`src/rtl/hazard_pkg.sv`:
```
// Shared types and widths for the pipeline hazard controller.
// Latency: n/a (declarations only).
// Backpressure: n/a.
package hazard_pkg;

  typedef enum logic [1:0] {
    RUN      = 2'd0,
    LU_STALL = 2'd1,
    FREEZE   = 2'd2,
    FLUSH    = 2'd3
  } hz_state_t;

  localparam int REG_ADDR_W = 5;
  localparam int PERF_W     = 32;

endpackage

```
`src/rtl/hazard_perf_cnt.sv`:
```
// Three free-running event counters (load-use stall, flush, freeze cycles).
// Latency: count visible one cycle after the enabling cycle.
// Backpressure: none; counters wrap at 2^PERF_W.
module hazard_perf_cnt
  import hazard_pkg::*;
(
  input  logic              clk,
  input  logic              rst,
  input  logic              i_en_stall,
  input  logic              i_en_flush,
  input  logic              i_en_freeze,
  output logic [PERF_W-1:0] o_stall,
  output logic [PERF_W-1:0] o_flush,
  output logic [PERF_W-1:0] o_freeze
);

  logic [PERF_W-1:0] r_stall;
  logic [PERF_W-1:0] r_flush;
  logic [PERF_W-1:0] r_freeze;

  // Count enabled cycles; synchronous active-low clear.
  always_ff @(posedge clk) begin
    if (!rst) begin
      r_stall  <= '0;
      r_flush  <= '0;
      r_freeze <= '0;
    end else begin
      if (i_en_stall)  r_stall  <= r_stall  + 1'b1;
      if (i_en_flush)  r_flush  <= r_flush  + 1'b1;
      if (i_en_freeze) r_freeze <= r_freeze + 1'b1;
    end
  end

  assign o_stall  = r_stall;
  assign o_flush  = r_flush;
  assign o_freeze = r_freeze;

endmodule

```
`src/rtl/pipeline_hazard_ctrl.sv`:
```
// Stall/flush sequencer driving all 5-stage pipeline register enables.
// Latency: 0 cycles (Mealy outputs from state + inputs).
// Backpressure: im_stall/dm_stall freeze every stage; a branch seen while frozen is replayed on release.
// Optional perf counters enabled with `define HAZARD_PERF_EN.
module pipeline_hazard_ctrl
  import hazard_pkg::*;
#(
  parameter int FLUSH_SLOTS = 2
) (
  input  logic                  clk,
  input  logic                  rst,
  input  logic [REG_ADDR_W-1:0] ID_rs1_addr,
  input  logic [REG_ADDR_W-1:0] ID_rs2_addr,
  input  logic                  ID_use_rs1,
  input  logic                  ID_use_rs2,
  input  logic                  EXE_MemRead,
  input  logic [REG_ADDR_W-1:0] EXE_rd_addr,
  input  logic                  EXE_br_taken,
  input  logic                  im_stall,
  input  logic                  dm_stall,
  output logic                  PC_write,
  output logic                  IF_ID_write,
  output logic                  IF_ID_flush,
  output logic                  ID_EXE_write,
  output logic                  ID_EXE_bubble,
  output logic                  EXE_MEM_write,
  output logic                  MEM_WB_write,
  output logic [PERF_W-1:0]     perf_stall,
  output logic [PERF_W-1:0]     perf_flush,
  output logic [PERF_W-1:0]     perf_freeze
);

  localparam logic [2:0] FLUSH_INIT = 3'(FLUSH_SLOTS - 1);

  hz_state_t  r_state, w_state_nxt;
  logic [2:0] r_flush_cnt, w_flush_cnt_nxt;
  logic       r_flush_pend, w_flush_pend_nxt;
  logic       w_lu, w_freeze, w_br_eff;

  assign w_lu = EXE_MemRead && (EXE_rd_addr != '0) &&
                ((ID_use_rs1 && (ID_rs1_addr == EXE_rd_addr)) ||
                 (ID_use_rs2 && (ID_rs2_addr == EXE_rd_addr)));
  assign w_freeze = im_stall || dm_stall;
  // A branch deferred across a freeze is replayed as if it resolved now.
  assign w_br_eff = EXE_br_taken || ((r_state == FREEZE) && r_flush_pend);

  // State, flush slot counter and deferred-flush flag.
  always_ff @(posedge clk) begin
    if (!rst) begin
      r_state      <= RUN;
      r_flush_cnt  <= '0;
      r_flush_pend <= 1'b0;
    end else begin
      r_state      <= w_state_nxt;
      r_flush_cnt  <= w_flush_cnt_nxt;
      r_flush_pend <= w_flush_pend_nxt;
    end
  end

  // Next state and enables; priority freeze > flush > load-use > run.
  always_comb begin
    PC_write         = 1'b1;
    IF_ID_write      = 1'b1;
    IF_ID_flush      = 1'b0;
    ID_EXE_write     = 1'b1;
    ID_EXE_bubble    = 1'b0;
    EXE_MEM_write    = 1'b1;
    MEM_WB_write     = 1'b1;
    w_state_nxt      = RUN;
    w_flush_cnt_nxt  = r_flush_cnt;
    w_flush_pend_nxt = r_flush_pend;

    if (!rst) begin
      PC_write      = 1'b0;
      IF_ID_write   = 1'b0;
      ID_EXE_write  = 1'b0;
      EXE_MEM_write = 1'b0;
      MEM_WB_write  = 1'b0;
    end else if (w_freeze) begin
      PC_write      = 1'b0;
      IF_ID_write   = 1'b0;
      ID_EXE_write  = 1'b0;
      EXE_MEM_write = 1'b0;
      MEM_WB_write  = 1'b0;
      w_state_nxt   = FREEZE;
      // An interrupted flush restarts with its full slot count on release.
      if ((r_state == FLUSH) || EXE_br_taken)
        w_flush_pend_nxt = 1'b1;
    end else if (r_state == FLUSH) begin
      // EXE holds a bubble here, so no new branch can resolve.
      IF_ID_flush     = 1'b1;
      w_flush_cnt_nxt = r_flush_cnt - 3'd1;
      w_state_nxt     = (r_flush_cnt == 3'd1) ? RUN : FLUSH;
    end else if (w_br_eff) begin
      IF_ID_flush      = 1'b1;
      ID_EXE_bubble    = 1'b1;
      w_flush_cnt_nxt  = FLUSH_INIT;
      w_flush_pend_nxt = 1'b0;
      w_state_nxt      = (FLUSH_SLOTS > 1) ? FLUSH : RUN;
    end else if (w_lu && (r_state != LU_STALL)) begin
      PC_write      = 1'b0;
      IF_ID_write   = 1'b0;
      ID_EXE_bubble = 1'b1;
      w_state_nxt   = LU_STALL;
    end
  end

`ifdef HAZARD_PERF_EN
  logic w_en_stall, w_en_freeze;

  // With reset high and no freeze, PC_write drops only for a load-use stall.
  assign w_en_stall  = rst && !w_freeze && !PC_write;
  assign w_en_freeze = rst && w_freeze;

  hazard_perf_cnt u_perf (
    .clk         (clk),
    .rst         (rst),
    .i_en_stall  (w_en_stall),
    .i_en_flush  (IF_ID_flush),
    .i_en_freeze (w_en_freeze),
    .o_stall     (perf_stall),
    .o_flush     (perf_flush),
    .o_freeze    (perf_freeze)
  );
`else
  assign perf_stall  = '0;
  assign perf_flush  = '0;
  assign perf_freeze = '0;
`endif

endmodule

```
`config.mk`:
```
export PLATFORM = sky130hd
export DESIGN_NAME = pipeline_hazard_ctrl
export DESIGN_NICKNAME = d
export VERILOG_FILES = /design/src/rtl/hazard_pkg.sv /design/src/rtl/hazard_perf_cnt.sv /design/src/rtl/pipeline_hazard_ctrl.sv
export SDC_FILE = /design/constraint.sdc
export NUM_CORES = 1
export LEC_CHECK = 0
export BUFFER_PORTS_ARGS = -buffer_cell sky130_fd_sc_hd__buf_4
export CORE_MARGIN = 10
export CORE_UTILIZATION = 32
export CTS_CLUSTER_SIZE = 12
export DETAILED_ROUTE_END_ITERATION = 16
export PLACE_DENSITY_LB_ADDON = 0.3
export SLEW_MARGIN = 0
export SYNTH_ARGS = -nofsm -noshare
export SYNTH_HDL_FRONTEND = slang
export SYNTH_SLANG_ARGS = --single-unit
```
`constraint.sdc`:
```
create_clock -name clk -period 1.2 [get_ports clk]
set_input_delay 0.06 -clock clk [delete_from_list [all_inputs] [get_ports clk]]
set_output_delay 0.06 -clock clk [all_outputs]
set_load 0.05 [all_outputs]
```
==> reports/results.tsv, run 1 <==
stage	metric	value	unit
sta	worst setup margin	-279	ps
die	Die H	82.1	um
cells_and_area	multi-input logic area	752	um^2
place	IO buf count	29	
synthesis	Synth top cells by count	buf_4 (99), xor2_1 (8), dfxtp_1 (6), nand2_1 (4)	
grt	number of global-route vias before repair	877	
setup_path	Crit path depth	3	
synthesis	post-synthesis async set-or-reset flop share	0	
synthesis	Synth Instances	157	
place	DP Wirelength	2.77	mm
power	P_leak	0.714	nW
flow_run	Max Cap Viol	0	
detailed_routing	Routed wire per std cell	12.1	um
setup_path	R2R depth	6	
synthesis	register area share after synthesis	0.0975	
synthesis	Avg Cell Area, Syn	7.85	um^2
sta	skew final	3.48	ps
synthesis	ranking of synthesized cells by area	buf_4 (60%), dfxtp_1 (9.7%), xor2_1 (5.7%), ha_1 (2.0%), nor2b_1 (1.5%)	
die	core footprint	3690	um^2
synthesis	mux share of post-synthesis cell area	0	
grt	initial antenna violation count	0	
synthesis	synthesized cell area	1230	um^2
synthesis	cell taking the most area after synthesis	buf_4	
cells_and_area	Core Util, Final	0.350	
synthesis	largest family of logic cells by synthesized area	buffers and inverters	
setup_path	Worst path max stage delay	480	ps
cells_and_area	Nets	222	
synthesis	Distinct cells, synth	32	
synthesis	Synth Area in Simple Gates	0.104	
setup_path	Data arrival, critical path	1420	ps
sta	final hold violation count	0	
grt	pin count of the biggest net entering global routing	7	
setup_path	CP delay by family, top	compound AO/OA/AOI/OAI gates	
setup_path	crit path max fanout	4	
synthesis	Warnings, synthesis	0	
outcome	failing checks	negative setup slack	
sta	Final Max Slew Viols	0	
cells_and_area	diodes inserted	0	
sta	final setup fails	7	
hold_path	Hold Crit Class	in -> reg	
synthesis	count leader, synth	buf_4	
detailed_routing	DRT Pass-1 Iters	3	
clocking	Sink Count	6	
die	Starting Density	0.334	
die	die width	82.1	um
synthesis	top_reg_cell synth	dfxtp_1	
setup_path	crit end category	primary output	
sta	Tcrit/Tclk final	1.23	
cells_and_area	register area	121	um^2
power	Total Power	1.42	mW
synthesis	#FFs+latches synth	6	
detailed_routing	antenna-violating nets left	0	
synthesis	Post-synth EDFFs	0	
power	pwr dens	1100	nW/um^2
grt	total track usage	0.0760	
die	I/O pins	126	
cells_and_area	share of layout cells above drive strength 1	0.272	
setup_path	crit-path cells	and3b_2 > o41a_4 > buf_6	
setup_path	Slowest-stage cell, CP	o41a_4	
clocking	Skew-Pair Late Insertion Delay	220	ps
sta	f_max	676	MHz
detailed_routing	DR vias	804	
clocking	Clock Pin Slew Worst Setup and Hold Paths	40	ps
outcome	status	complete, but fails checks	
setup_path	Buf+Inv Stages, Crit Path	1	
detailed_routing	Starting DRT DRC Count	30	
detailed_routing	Remaining DRCs	0	
clocking	CTS Buf Count	3	
setup_path	type of the worst setup path	reg -> out	
grt	GRT overflow	0	
detailed_routing	total wire length	2.93	mm
cells_and_area	fill count	429	
setup_path	crit start category	flop	
synthesis	Post-Synth Adder-Cell Area	0.0203	
sta	unrepaired setup endpoints after global routing	true	
grt	wire length of the first global-routing pass	4.02	mm
synthesis	complex-gate fraction of the synthesized area	0.0924	
die	Die ar.	6730	um^2
die	Rows	22	
clocking	H-tree depth	1	
place	GP Congestion	0.673	
cells_and_area	Area Growth Syn to Fin	4.67	%
power	VDD IR max	0.495	mV
clocking	CTS root buf	clkbuf_8	
clocking	CTS tree	done	
hold_path	WHS Path Cells	2	
synthesis	xor/xnor share of the synthesized area	0.0711	
clocking	clock buffer depth	2	
synthesis	Synth top area share	0.603	
sta	min cycle time layout	1480	ps
detailed_routing	vias per cell	3.31	
setup_path	Worst EP required	1140	ps
## worst paths after layout
kind                                     start             end  slack [ps]
worst min-delay path                       rst  r_flush_cnt[1]         100
worst min register to register  r_flush_cnt[2]  r_flush_cnt[2]         480
worst max register to register      r_state[0]  r_flush_cnt[0]        -120
worst max-delay path                r_state[0]     IF_ID_write        -280
## cells by family after synthesis
kind of cell	Yosys count
other	1
buffers and inverters	102
adders and majority gates	2
xor gates and xnor gates	10
and+or+nand+nor	21
AOI/OAI and AO/OA	15
DFF	6
## through the flow
step	hold WS, ps	setup slack, ps	cell area [um^2]	cells	setup TNS [ps]
floorplan	188	-261	1610	252	-533
global placement	334	-267	1210	239	-983
detailed placement	333	-285	1210	239	-1050
CTS	98.8	-298	1270	242	-1060
global route	112	-326	1290	243	-1770
finish	101	-279	1290	243	-1180
## placed cells by master, fill, tap and decap left out
cell,instances
clkbuf_8,3
o211ai_1,1
o311a_1,1
conb_1,96
xnor2_1,2
or4_1,1
nor3_1,1
or2_2,2
dfxtp_1,5
nor4_2,2
a21boi_1,1
nor2_1,2
o41a_4,1
o21ai_1,1
buf_4,36
o31ai_2,1
a21oi_2,2
nand2_1,4
o22ai_1,1
dfxtp_2,1
nor2b_1,3
and3b_2,1
o21ai_0,1
nor3b_1,2
o32ai_2,1
inv_1,3
or3_1,1
and2_1,1
and2_0,1
a21boi_0,1
a32oi_1,1
xor2_1,8
a21o_1,1
buf_6,3
o2111a_1,1
ha_1,2
## state kept, by name, indices dropped and copies added, names as in the netlist
register and count:
r_flush_pend 1, r_state 2, r_flush_cnt 3
## power by group
group          switching [mW]  internal [mW]  total [mW]  leakage [nW]
combinational           0.781          0.125       0.906         0.643
sequential            0.00497          0.210       0.215        0.0497
clock                  0.0848          0.215       0.300        0.0216
total                   0.871          0.550        1.42         0.714
## final cells by class
type / count / area share
Clock buffer: 3 / 0.0320
Inverter: 3 / 0.00873
Multi-Input combinational cell: 144 / 0.583
Sequential cell: 6 / 0.0941
Tap cell: 48 / 0.0466
Timing Repair Buffer: 39 / 0.236
## worst reg2reg max path, delay by kind of cell (launching register included)
family          cells  cell delay (ps)
flops               1              330
compound gates      2              300
buf+inv             2              290
simple gates        2              280
## metal layers
metal	global-route usage	up-vias	wire length [um]
met1	0.0613	333	797
met3	0.0688	4	695
met2	0.133	75	1410
li1	-	392	-
met4	0.0204	0	26
met5	0	-	0
## what timing repair did
action / 4_1_cts / 5_1_grt
endpoints found under the setup margin: 7 / 9
buffers inserted: 0 / 1
pin swaps: 4 / 1
hold buffers: 0 / 0
gates cloned: 0 / 0
resized for setup: 7 / 3
Power figures use the tool's default switching activity.
==> inputs of run 2 (changes only) <==
Settings changed: MAX_ROUTING_LAYER from default to met4.
==> run 2 against run 1 <==
  * Largest cell class unchanged
  * Maximum frequency about the same
  * Register-to-register slack about the same
  * Utilization unchanged
  * The run still ends with negative setup slack left
  * Count of clock-buffer cells in the layout unchanged
  * Wire length about the same
  * First-iteration DRC count unchanged
  * Final cell count unchanged
  * Flip-flop and latch count unchanged
  * Combinational power about the same
  * Critical path depth unchanged
  * Die area unchanged
  * Sequential share of layout area unchanged
==> reports/results.tsv, run 2 (synthesis results as in run 1) <==
stage	metric	value	unit	change
outcome	status	complete, but fails checks		unchanged
place	DP Wirelength	2.77	mm	unchanged
clocking	Sink Count	6		unchanged
grt	number of global-route vias before repair	877		unchanged
power	P_sw	871	uW	about the same
grt	initial antenna violation count	0		unchanged
setup_path	CP startpoint	r_state[0]		unchanged
clocking	Skew-Pair Late Insertion Delay	220	ps	about the same
setup_path	Buf+Inv Stages, Crit Path	1		unchanged
cells_and_area	fin area	1290	um^2	unchanged
sta	f_max	676	MHz	about the same
outcome	failing checks	negative setup slack		unchanged
detailed_routing	Remaining DRCs	0		unchanged
setup_path	Worst EP required	1140	ps	about the same
setup_path	type of the worst setup path	reg -> out		unchanged
place	IO buf count	29		unchanged
grt	wire length of the first global-routing pass	4.02	mm	unchanged
grt	total track usage	0.0783		was 0.0760
die	core footprint	3690	um^2	unchanged
cells_and_area	diodes inserted	0		unchanged
detailed_routing	Routed wire per std cell	12.1	um	about the same
sta	final hold violation count	0		unchanged
setup_path	Slowest-stage cell, CP	o41a_4		unchanged
setup_path	Data arrival, critical path	1420	ps	about the same
sta	Final Max Slew Viols	0		unchanged
place	area post-placement	1210	um^2	unchanged
cells_and_area	Nets	222		unchanged
die	I/O pins	126		unchanged
cells_and_area	number of flip-flops in the largest register	3		unchanged
hold_path	WHS Path Cells	2		unchanged
setup_path	Crit path depth	3		unchanged
power	Seq pwr share	0.151		about the same
setup_path	Worst path max stage delay	480	ps	about the same
sta	unrepaired setup endpoints after global routing	true		unchanged
cells_and_area	fill count	429		unchanged
clocking	Clock Pin Slew Worst Setup and Hold Paths	40	ps	about the same
detailed_routing	DRT Pass-1 Iters	3		unchanged
setup_path	Setup crit end	IF_ID_write		unchanged
power	Clk network pwr share	0.211		about the same
power	Int Power	550	uW	about the same
cells_and_area	most flop-heavy register	r_flush_cnt		unchanged
setup_path	crit-path cells	and3b_2 > o41a_4 > buf_6		unchanged
cells_and_area	most frequent cells in the layout	conb_1 (96), buf_4 (36), xor2_1 (8), dfxtp_1 (5), nand2_1 (4)		unchanged
clocking	CTS tree	done		unchanged
hold_path	Hold Crit Class	in -> reg		unchanged
grt	pin count of the biggest net entering global routing	7		unchanged
setup_path	r2r endpoint	r_flush_cnt[0]		unchanged
setup_path	CP delay by family, top	compound AO/OA/AOI/OAI gates		unchanged
clocking	CTS Buf Count	3		unchanged
clocking	H-tree depth	1		unchanged
setup_path	crit end category	primary output		unchanged
setup_path	crit start category	flop		unchanged
sta	final hold slack	101	ps	about the same
die	Rows	22		unchanged
die	Starting Density	0.334		unchanged
setup_path	Worst R2R Start	r_state[0]		unchanged
power	power share of the combinational group	0.638		about the same
setup_path	crit path max fanout	4		unchanged
clocking	clock buffer depth	2		unchanged
power	P_leak	0.714	nW	unchanged
setup_path	flop2flop setup slack	-120	ps	about the same
die	die width	82.1	um	unchanged
power	pwr dens	1100	nW/um^2	about the same
cells_and_area	Core Util, Final	0.350		unchanged
clocking	hold_buf cts	0		unchanged
detailed_routing	DR vias	803		was 804
setup_path	R2R depth	6		unchanged
detailed_routing	Starting DRT DRC Count	30		unchanged
power	VDD IR max	0.495	mV	about the same
grt	GRT overflow	0		unchanged
detailed_routing	total wire length	2.93	mm	about the same
die	Die ar.	6730	um^2	unchanged
power	Switching Fraction	0.613		about the same
place	pre-CTS WS	-285	ps	unchanged
detailed_routing	vias per cell	3.30		was 3.31
cells_and_area	largest registers	r_flush_cnt x3, r_state x2, r_flush_pend x1		unchanged
flow_run	Max Cap Viol	0		unchanged
sta	skew final	3.45	ps	was 3.48 ps
place	GP Congestion	0.680		was 0.673
cells_and_area	Area Growth Syn to Fin	4.67	%	unchanged
cells_and_area	most common cell after layout, fill and taps aside	conb_1		unchanged
cells_and_area	share of layout cells above drive strength 1	0.272		unchanged
sta	final setup fails	7		unchanged
detailed_routing	antenna-violating nets left	0		unchanged
sta	Tcrit/Tclk final	1.23		about the same
die	Die H	82.1	um	unchanged
sta	worst setup margin	-279	ps	about the same
sta	min cycle time layout	1480	ps	about the same
clocking	CTS root buf	clkbuf_8		unchanged
==> run 2: layout make-up <==
cell class | instances | area [um^2] | share of cell area
repair buffers | 39 | 304 | 0.236
flip-flops and latches | 6 | 121 | 0.0941
multi-input cells | 144 | 752 | 0.583
well taps | 48 | 60.1 | 0.0466
inverters | 3 | 11.3 | 0.00873
clock buffers | 3 | 41.3 | 0.0320
==> run 2: stage by stage <==
stage	power [mW]	cells	setup TNS, ps
floorplan	1.23	252	-533
global placement	1.10	239	-983
detailed placement	1.10	239	-1050
CTS	1.41	242	-1060
global route	1.49	243	-1770
finish	1.42	243	-1180
==> run 2: metal layers <==
layer,track usage,share of wire,vias up
met5,-,0,-
met3,0.0480,0.19,4
li1,-,-,392
met2,0.133,0.48,75
met4,0.0204,0.0089,0
met1,0.0731,0.32,332
==> run 2: power by group through the flow <==
stage	clock network [mW]	logic, mW	registers [mW]
2_1_floorplan	0	1.01	0.217
3_3_place_gp	0	0.880	0.217
3_5_place_dp	0	0.880	0.218
4_1_cts	0.313	0.884	0.215
5_1_grt	0.330	0.947	0.216
6_report	0.300	0.907	0.215
==> run 2: how the worst min path moves through the flow <==
stage / slack, ps / from / end
finish: 100 / rst / r_flush_cnt[1]
global route: 110 / rst / r_flush_cnt[1]
CTS: 100 / rst / r_flush_cnt[1]
detailed placement: 330 / rst / r_flush_cnt[1]
global placement: 330 / rst / r_flush_cnt[1]
floorplan: 190 / rst / r_flush_cnt[1]
==> run 2: what timing repair did <==
action / in CTS / in global routing
endpoints found under the setup margin: 7 / 9
buffers inserted: 0 / 1
resized for setup: 7 / 3
pin swaps: 4 / 1
